<file path="src/rtl/control_unit.sv">
// rtl/control_unit.sv - multicycle RV64I control FSM; optional retired-instruction counter under CU_INSTRET_EN
module control_unit #(
    parameter logic [2:0] RESET_STATE = 3'd0
) (
    input  logic       CLK,
    input  logic       reset,
    input  logic       run,
    input  logic [6:0] opcode,
    output logic       load_ir,
    output logic       load_pc,
    output logic       pc_next_sel,
    output logic       pc_adder_sel,
    output logic       WE_RF,
    output logic       WE_MEM,
    output logic [1:0] RF_din_sel,
    output logic       ULA_din2_sel,
    output logic       illegal,
    output logic       busy
`ifdef CU_INSTRET_EN
    ,
    output logic [63:0] instret
`endif
);

    typedef enum logic [2:0] {
        IDLE      = RESET_STATE,
        FETCH     = RESET_STATE + 3'd1,
        DECODE    = RESET_STATE + 3'd2,
        EXECUTE   = RESET_STATE + 3'd3,
        MEMORY    = RESET_STATE + 3'd4,
        WRITEBACK = RESET_STATE + 3'd5,
        TRAP      = RESET_STATE + 3'd6
    } state_t;

    localparam logic [6:0] OP_R      = 7'b0110011;
    localparam logic [6:0] OP_I      = 7'b0010011;
    localparam logic [6:0] OP_LUI    = 7'b0110111;
    localparam logic [6:0] OP_LOAD   = 7'b0000011;
    localparam logic [6:0] OP_STORE  = 7'b0100011;
    localparam logic [6:0] OP_BRANCH = 7'b1100011;
    localparam logic [6:0] OP_AUIPC  = 7'b0010111;
    localparam logic [6:0] OP_JAL    = 7'b1101111;
    localparam logic [6:0] OP_JALR   = 7'b1100111;

    state_t     state;
    state_t     next_state;
    logic       supported;
    logic       uses_imm;
    logic       last_cycle;
    logic       n_load_ir;
    logic       n_load_pc;
    logic       n_pc_next_sel;
    logic       n_pc_adder_sel;
    logic       n_we_rf;
    logic       n_we_mem;
    logic [1:0] n_rf_din_sel;
    logic       n_ula_din2_sel;

    always_comb begin
        supported = opcode inside {OP_R, OP_I, OP_LUI, OP_LOAD, OP_STORE,
                                   OP_BRANCH, OP_AUIPC, OP_JAL, OP_JALR};
        uses_imm  = opcode inside {OP_I, OP_LOAD, OP_STORE, OP_LUI};
        last_cycle = (state == EXECUTE && opcode == OP_BRANCH) ||
                     (state == MEMORY && opcode == OP_STORE) ||
                     (state == WRITEBACK);

        next_state = state;
        case (state)
            IDLE:      if (run) next_state = FETCH;
            FETCH:     next_state = DECODE;
            DECODE:    next_state = supported ? EXECUTE : TRAP;
            EXECUTE:   if (opcode == OP_BRANCH)            next_state = run ? FETCH : IDLE;
                       else if (opcode == OP_LOAD || opcode == OP_STORE) next_state = MEMORY;
                       else                                next_state = WRITEBACK;
            MEMORY:    if (opcode == OP_STORE) next_state = run ? FETCH : IDLE;
                       else                    next_state = WRITEBACK;
            WRITEBACK: next_state = run ? FETCH : IDLE;
            TRAP:      next_state = TRAP;
            default:   next_state = IDLE;
        endcase

        // Strobes are computed for the state being entered so they register in step with it;
        // the IR (and so opcode) is already stable whenever an opcode-dependent state is entered.
        n_load_ir      = 1'b0;
        n_load_pc      = 1'b0;
        n_pc_next_sel  = 1'b0;
        n_pc_adder_sel = 1'b0;
        n_we_rf        = 1'b0;
        n_we_mem       = 1'b0;
        n_rf_din_sel   = 2'b00;
        n_ula_din2_sel = 1'b0;
        case (next_state)
            FETCH: n_load_ir = 1'b1;
            EXECUTE: begin
                n_ula_din2_sel = uses_imm;
                if (opcode == OP_BRANCH) begin
                    n_load_pc     = 1'b1;
                    n_pc_next_sel = 1'b1;
                end
            end
            MEMORY: begin
                n_ula_din2_sel = uses_imm;
                if (opcode == OP_STORE) begin
                    n_we_mem  = 1'b1;
                    n_load_pc = 1'b1;
                end
            end
            WRITEBACK: begin
                n_ula_din2_sel = uses_imm;
                n_we_rf        = 1'b1;
                n_load_pc      = 1'b1;
                case (opcode)
                    OP_R, OP_I, OP_LUI: n_rf_din_sel = 2'b01;
                    OP_AUIPC:           n_rf_din_sel = 2'b11;
                    OP_JAL: begin
                        n_rf_din_sel  = 2'b10;
                        n_pc_next_sel = 1'b1;
                    end
                    OP_JALR: begin
                        n_rf_din_sel   = 2'b10;
                        n_pc_next_sel  = 1'b1;
                        n_pc_adder_sel = 1'b1;
                    end
                    default:            n_rf_din_sel = 2'b00;
                endcase
            end
            default: ;
        endcase
    end

    always_ff @(posedge CLK or posedge reset) begin
        if (reset) begin
            state        <= IDLE;
            load_ir      <= 1'b0;
            load_pc      <= 1'b0;
            pc_next_sel  <= 1'b0;
            pc_adder_sel <= 1'b0;
            WE_RF        <= 1'b0;
            WE_MEM       <= 1'b0;
            RF_din_sel   <= 2'b00;
            ULA_din2_sel <= 1'b0;
            illegal      <= 1'b0;
            busy         <= 1'b0;
        end else begin
            state        <= next_state;
            load_ir      <= n_load_ir;
            load_pc      <= n_load_pc;
            pc_next_sel  <= n_pc_next_sel;
            pc_adder_sel <= n_pc_adder_sel;
            WE_RF        <= n_we_rf;
            WE_MEM       <= n_we_mem;
            RF_din_sel   <= n_rf_din_sel;
            ULA_din2_sel <= n_ula_din2_sel;
            illegal      <= (next_state == TRAP);
            busy         <= !(next_state inside {IDLE, TRAP});
        end
    end

`ifdef CU_INSTRET_EN
    always_ff @(posedge CLK or posedge reset) begin
        if (reset)           instret <= 64'd0;
        else if (last_cycle) instret <= instret + 64'd1;
    end
`endif

endmodule
</file>
<file path="config.mk">
export PLATFORM = sky130hd
export DESIGN_NAME = control_unit
export DESIGN_NICKNAME = d
export VERILOG_FILES = /design/src/rtl/control_unit.sv
export SDC_FILE = /design/constraint.sdc
export NUM_CORES = 1
export LEC_CHECK = 0
export CORE_MARGIN = 2
export CORE_UTILIZATION = 49
export CTS_CLUSTER_SIZE = 20
export DETAILED_ROUTE_END_ITERATION = 12
export PLACE_DENSITY = 0.92
export SLEW_MARGIN = 0
export SYNTH_ARGS = -nofsm -noshare
export SYNTH_HDL_FRONTEND = slang
export SYNTH_SLANG_ARGS = --single-unit
</file>
<file path="constraint.sdc">
create_clock -name CLK -period 2.71 [get_ports CLK]
set_clock_uncertainty 0.2 [all_clocks]
set_input_delay 0.6775 -clock CLK [delete_from_list [all_inputs] [get_ports CLK]]
set_output_delay 0.6775 -clock CLK [all_outputs]
set_load 0.01 [all_outputs]
</file>
; After elaboration in Yosys (flattened, before gate mapping)
; Cells that the tools add are included.
[word_totals]
register_bits = 14
word_cells = 61
[classes]
eq_ne = 20
muxes = 20
reduce_logical = 10
[ops]
columns = operator, count
row1 = equality test 7 x 6 -> 1 bit (second input constant), 3
row2 = equality test 7 bit (second input constant), 3
row3 = one-hot mux 3 bit (7 select lines), 1
row4 = equality test 3 bit (second input constant), 6
row5 = equality test 7 x 5 -> 1 bit (second input constant), 2
row6 = 2-to-1 mux 3 bit, 4
row7 = 2-to-1 mux 1 bit, 11
row8 = equality test 3 x 2 -> 1 bit (second input constant), 3
row9 = nonzero test 9 bit, 1
row10 = equality test 7 x 2 -> 1 bit (second input constant), 1
row11 = equality test 3 x 1 -> 1 bit (second input constant), 2
row12 = zero test 3 bit, 2
row13 = one-hot mux 2 bit (3 select lines), 1
row14 = OR reduction 3 bit, 2
row15 = nonzero test 4 bit, 1
row16 = one-hot mux 1 bit (3 select lines), 1
row17 = 2-to-1 mux 2 bit, 1
row18 = one-hot mux 1 bit (2 select lines), 1
row19 = nonzero test 2 bit, 1
row20 = OR reduction 2 bit, 1
row21 = zero test 1 bit, 1
row22 = logical OR 1 bit, 1

; Longest topological paths before layout
[logic_depth]
word_depth = 8
depth_mapped = 4
ltp_nobuf = 4

; Worst setup path after synthesis
; No wires, ideal clock.
[synth_timing]
path_kind = in2reg
start = input port opcode[3]
end = register busy
setup_ns = 0.148
arrival_ns = 1.559
t_required_ns = 2.362
path_slack_ns = 0.803
cell_stages = 4
path_cell_list = and4bb_4 a21oi_1 nor4_2 o211ai_1
[synth_between]
elab_chain_cells = 8
[synth_lines]
columns = element, line_no
row1 = start: declaration, 8  ; input logic [6:0] opcode,
row2 = branches (longest 4 deep; another with nonzero test 9 bit), n/a
row3 = one-hot mux 3 bit (7 select lines) *, 68  ; case (state)
row4 = equality test 3 bit / zero test 3 bit (equally long branches), 155  ; busy <= !(next_state inside {IDLE, TRAP});
row5 = nonzero test 2 bit *, 155
row6 = zero test 1 bit *, 155
row7 = end signal: assignment, 155
row8 = end: declaration, 18  ; output logic busy
; Mark *: on every way between the ends.

; Worst setup path in the final report
[layout_timing]
start = input port opcode[6]
end = register ULA_din2_sel
[layout_between]
elab_chain_cells = 8
[layout_lines]
columns = element, line_no
row1 = branches (longest 7 deep; another with nonzero test 9 bit), n/a
row2 = 2-to-1 mux 1 bit *, 92  ; case (next_state)
row3 = net n_ula_din2_sel, 57  ; logic n_ula_din2_sel;
row4 = end signal: assignment, 153  ; ULA_din2_sel <= n_ula_din2_sel;
row5 = end: declaration, 16  ; output logic ULA_din2_sel,
; Mark *: on every way through the listed nets, which the timed path passes.

==> flow_summary.yaml <==
clocking:
  clockRootBuffer: "clkbuf_4"
  cts.path.max_buffers: 2
  cts_made_buffers: 3
  clk_pin_slew_worst_paths_ns: 0.09
  h-tree-depth: 1
  cts_hold_buffers: 0
  cts_tree: "built"
  clk_latency_ns: 0.28
  post-cts-setup-buffers: 0
  cts_resized: 0
  cts.sinks: 14
sta:
  finalSetupViolCount: 0
  rsz0062_at_grt: "no"
  post-route-min-period_ns: 2.32
  slew_violations: 0
  tns_ns: 0
  worst_pin_slew_ns: 0.496
  finalCritPeriodShare: 0.856
  hold_ws_ns: 0.405
  slew_headroom: 0.669
  hold_viol_final: 0
  max_freq_ghz: 0.431
setup_path:
  r2r_start: "state[2]"
  path_max_fanout: 8
  rrSetupSlack_ns: 0.91
  cp.required_ns: 2.68
  r2r_cells: 4
  reg2reg_to: "pc_next_sel"
  crit_type: "in2reg"
  crit_path_end_kind: "flop"
  critPathArrivalTime_ns: 2.29
  cp-start-kind: "input pin"
route:
  top_layer_used: "met4"
  dr.pass1.iters: 4
  via_per_inst: 5.99
  route.met2.wl_microns: 927
  antenna_left: 0
  drc: 0
  drt-met1-wl_microns: 645
  dr_wl_met3_microns: 95
  routedWlPerCell_microns: 14.9
  postRouteWirelength_microns: 1710
  vias: 689
  drt_iter0_markers: 40
cells_and_area:
  layout-drive-gt1-share: 0.182
  nNetsFinal: 110
  diodes: 0
  seq_area_sq_um: 350
  multi_input_area_sq_um: 408
  area_growth_pct: 35.1
  fillCellCount: 109
floorplan:
  num_rows: 14
  core_region_area_sq_mm: 0.00149
  dieArea_sq_mm: 0.00191
  start_util: 0.519
  die_width_microns: 43.7
  num_io_pins: 21
  die_h_microns: 43.7
synthesis:
  synth_edf_count: 0
  synthTopCellsByArea: "dfrtp_1 (45%), nand2b_1 (4.0%), nor2_1 (3.4%)"
  synthCells: 73
  synth.distinct_cells: 34
  seq_area_frac_synth: 0.453
  avgSynthCellArea_sq_um: 10.6
  yosys.area.top_type: "dfrtp_1"
  synth-main-ff-cell: "dfrtp_1"
  ys_async_sr_fraction: 1.00
  syn_area_sq_um: 773
  synth_common_cells: "dfrtp_1 (14), nor2_1 (7), nand2_1 (6)"
  ys_ff_latch: 14
  syn_nets: 83
  synth_most_common_cell: "dfrtp_1"
  synth_top_cell_area_share: 0.453
  yosys_warnings: 0
min_path:
  hp-start: "state[1]"
  holdPathEnd: "state[1]"
  holdPathStages: 1
  holdCritPathClass: "reg2reg"
pwr:
  peakVddDrop_v: 0.000606
  power.total_uw: 836
  leakage_uw: 0.000418
  power_density_mw_per_mm2: 800
grt:
  grt_start_max_net_pins: 15
  grt_use_total: 0.206
  antenna_found_initial: 0
  grt_pass1_vias: 695
  grt_pass1_wl_microns: 2890
  grt_overflow: 0
run:
  max-cap-violations: 0
placement:
  io_buffers: 20
  dp_hpwl_microns: 1390
  place.gp.congestion: 0.930
run_status:
  outcome: "finished clean"
==> worst max path at each step <==
| stage | startpoint | to | slack [ns] | depth (start not counted) |
|---|---|---|---|---|
| after floorplan | opcode[3] | busy | 0.80 | 4 |
| after global placement | opcode[3] | busy | 0.19 | 5 |
| after detailed placement | opcode[6] | ULA_din2_sel | 0.12 | 5 |
| after CTS | opcode[6] | ULA_din2_sel | 0.40 | 5 |
| after global routing | opcode[3] | load_pc | 0.31 | 5 |
| final | opcode[6] | ULA_din2_sel | 0.39 | 5 |
==> logic make-up (layout without fill, tap and decap cells) <==
kind of cell	Yosys count	count (layout)	share of synthesized area
AND/OR/NAND/NOR	38	38	0.328
AO/OA/AOI/OAI	16	16	0.188
flip-flops	14	14	0.453
buffers and inverters	4	30	0.0194
XOR/XNOR	1	1	0.0113
==> layer usage <==
metal  GRT usage  vias to the layer above
li1            -                      318
met1       0.227                      334
met2       0.353                       29
met3      0.0500                        8
met4       0.127                        0
met5           0                        -
==> cells in the final DEF (no fill, tap or decap), drive strengths merged, types with 4 or more instances in the layout <==
master and instances:
clkdlybuf4s50 20, dfrtp 14, nor2 7, nand2 6, nand2b 5, a21oi 5, inv 4, nor3 4
clkbuf 4
==> metrics by stage <==
step / util / instances / cell area (sq um) / setup WS [ns]
floorplan: - / 73 / 773 / 0.803
global placement: 0.677 / 111 / 1010 / 0.193
detailed placement: 0.677 / 111 / 1010 / 0.116
CTS: 0.702 / 115 / 1040 / 0.395
global route: 0.702 / 115 / 1040 / 0.308
finish: 0.702 / 115 / 1040 / 0.391
==> worst max-delay path, cell delays in order <==
cell and delay (ns):
clkdlybuf4s50_1 0.62, nand3b_1 0.20, o32ai_2 0.35, nand2_1 0.14, a211oi_1 0.29
==> sequential cells by signal, indices dropped and copies added, names as in the netlist <==
name / cells
busy: 1
pc_next_sel: 1
ULA_din2_sel: 1
illegal: 1
RF_din_sel: 2
state: 3
WE_MEM: 1
pc_adder_sel: 1
load_pc: 1
WE_RF: 1
load_ir: 1
==> area by class of cell <==
class                      count  area share
timing repair buffer          22       0.206
tap                           16      0.0192
multi-input combinational     55       0.390
sequential                    14       0.335
inverter                       4      0.0144
clock buffer                   4      0.0347
==> where the power goes <==
| part | internal [uW] | leakage [uW] | switching, uW | total, uW |
|---|---|---|---|---|
| Sequential | 267 | 0.000183 | 44.4 | 312 |
| Clock | 81.6 | 0.0000210 | 61.9 | 144 |
| Combinational | 195 | 0.000215 | 186 | 381 |
Power figures use the tool's default switching activity.
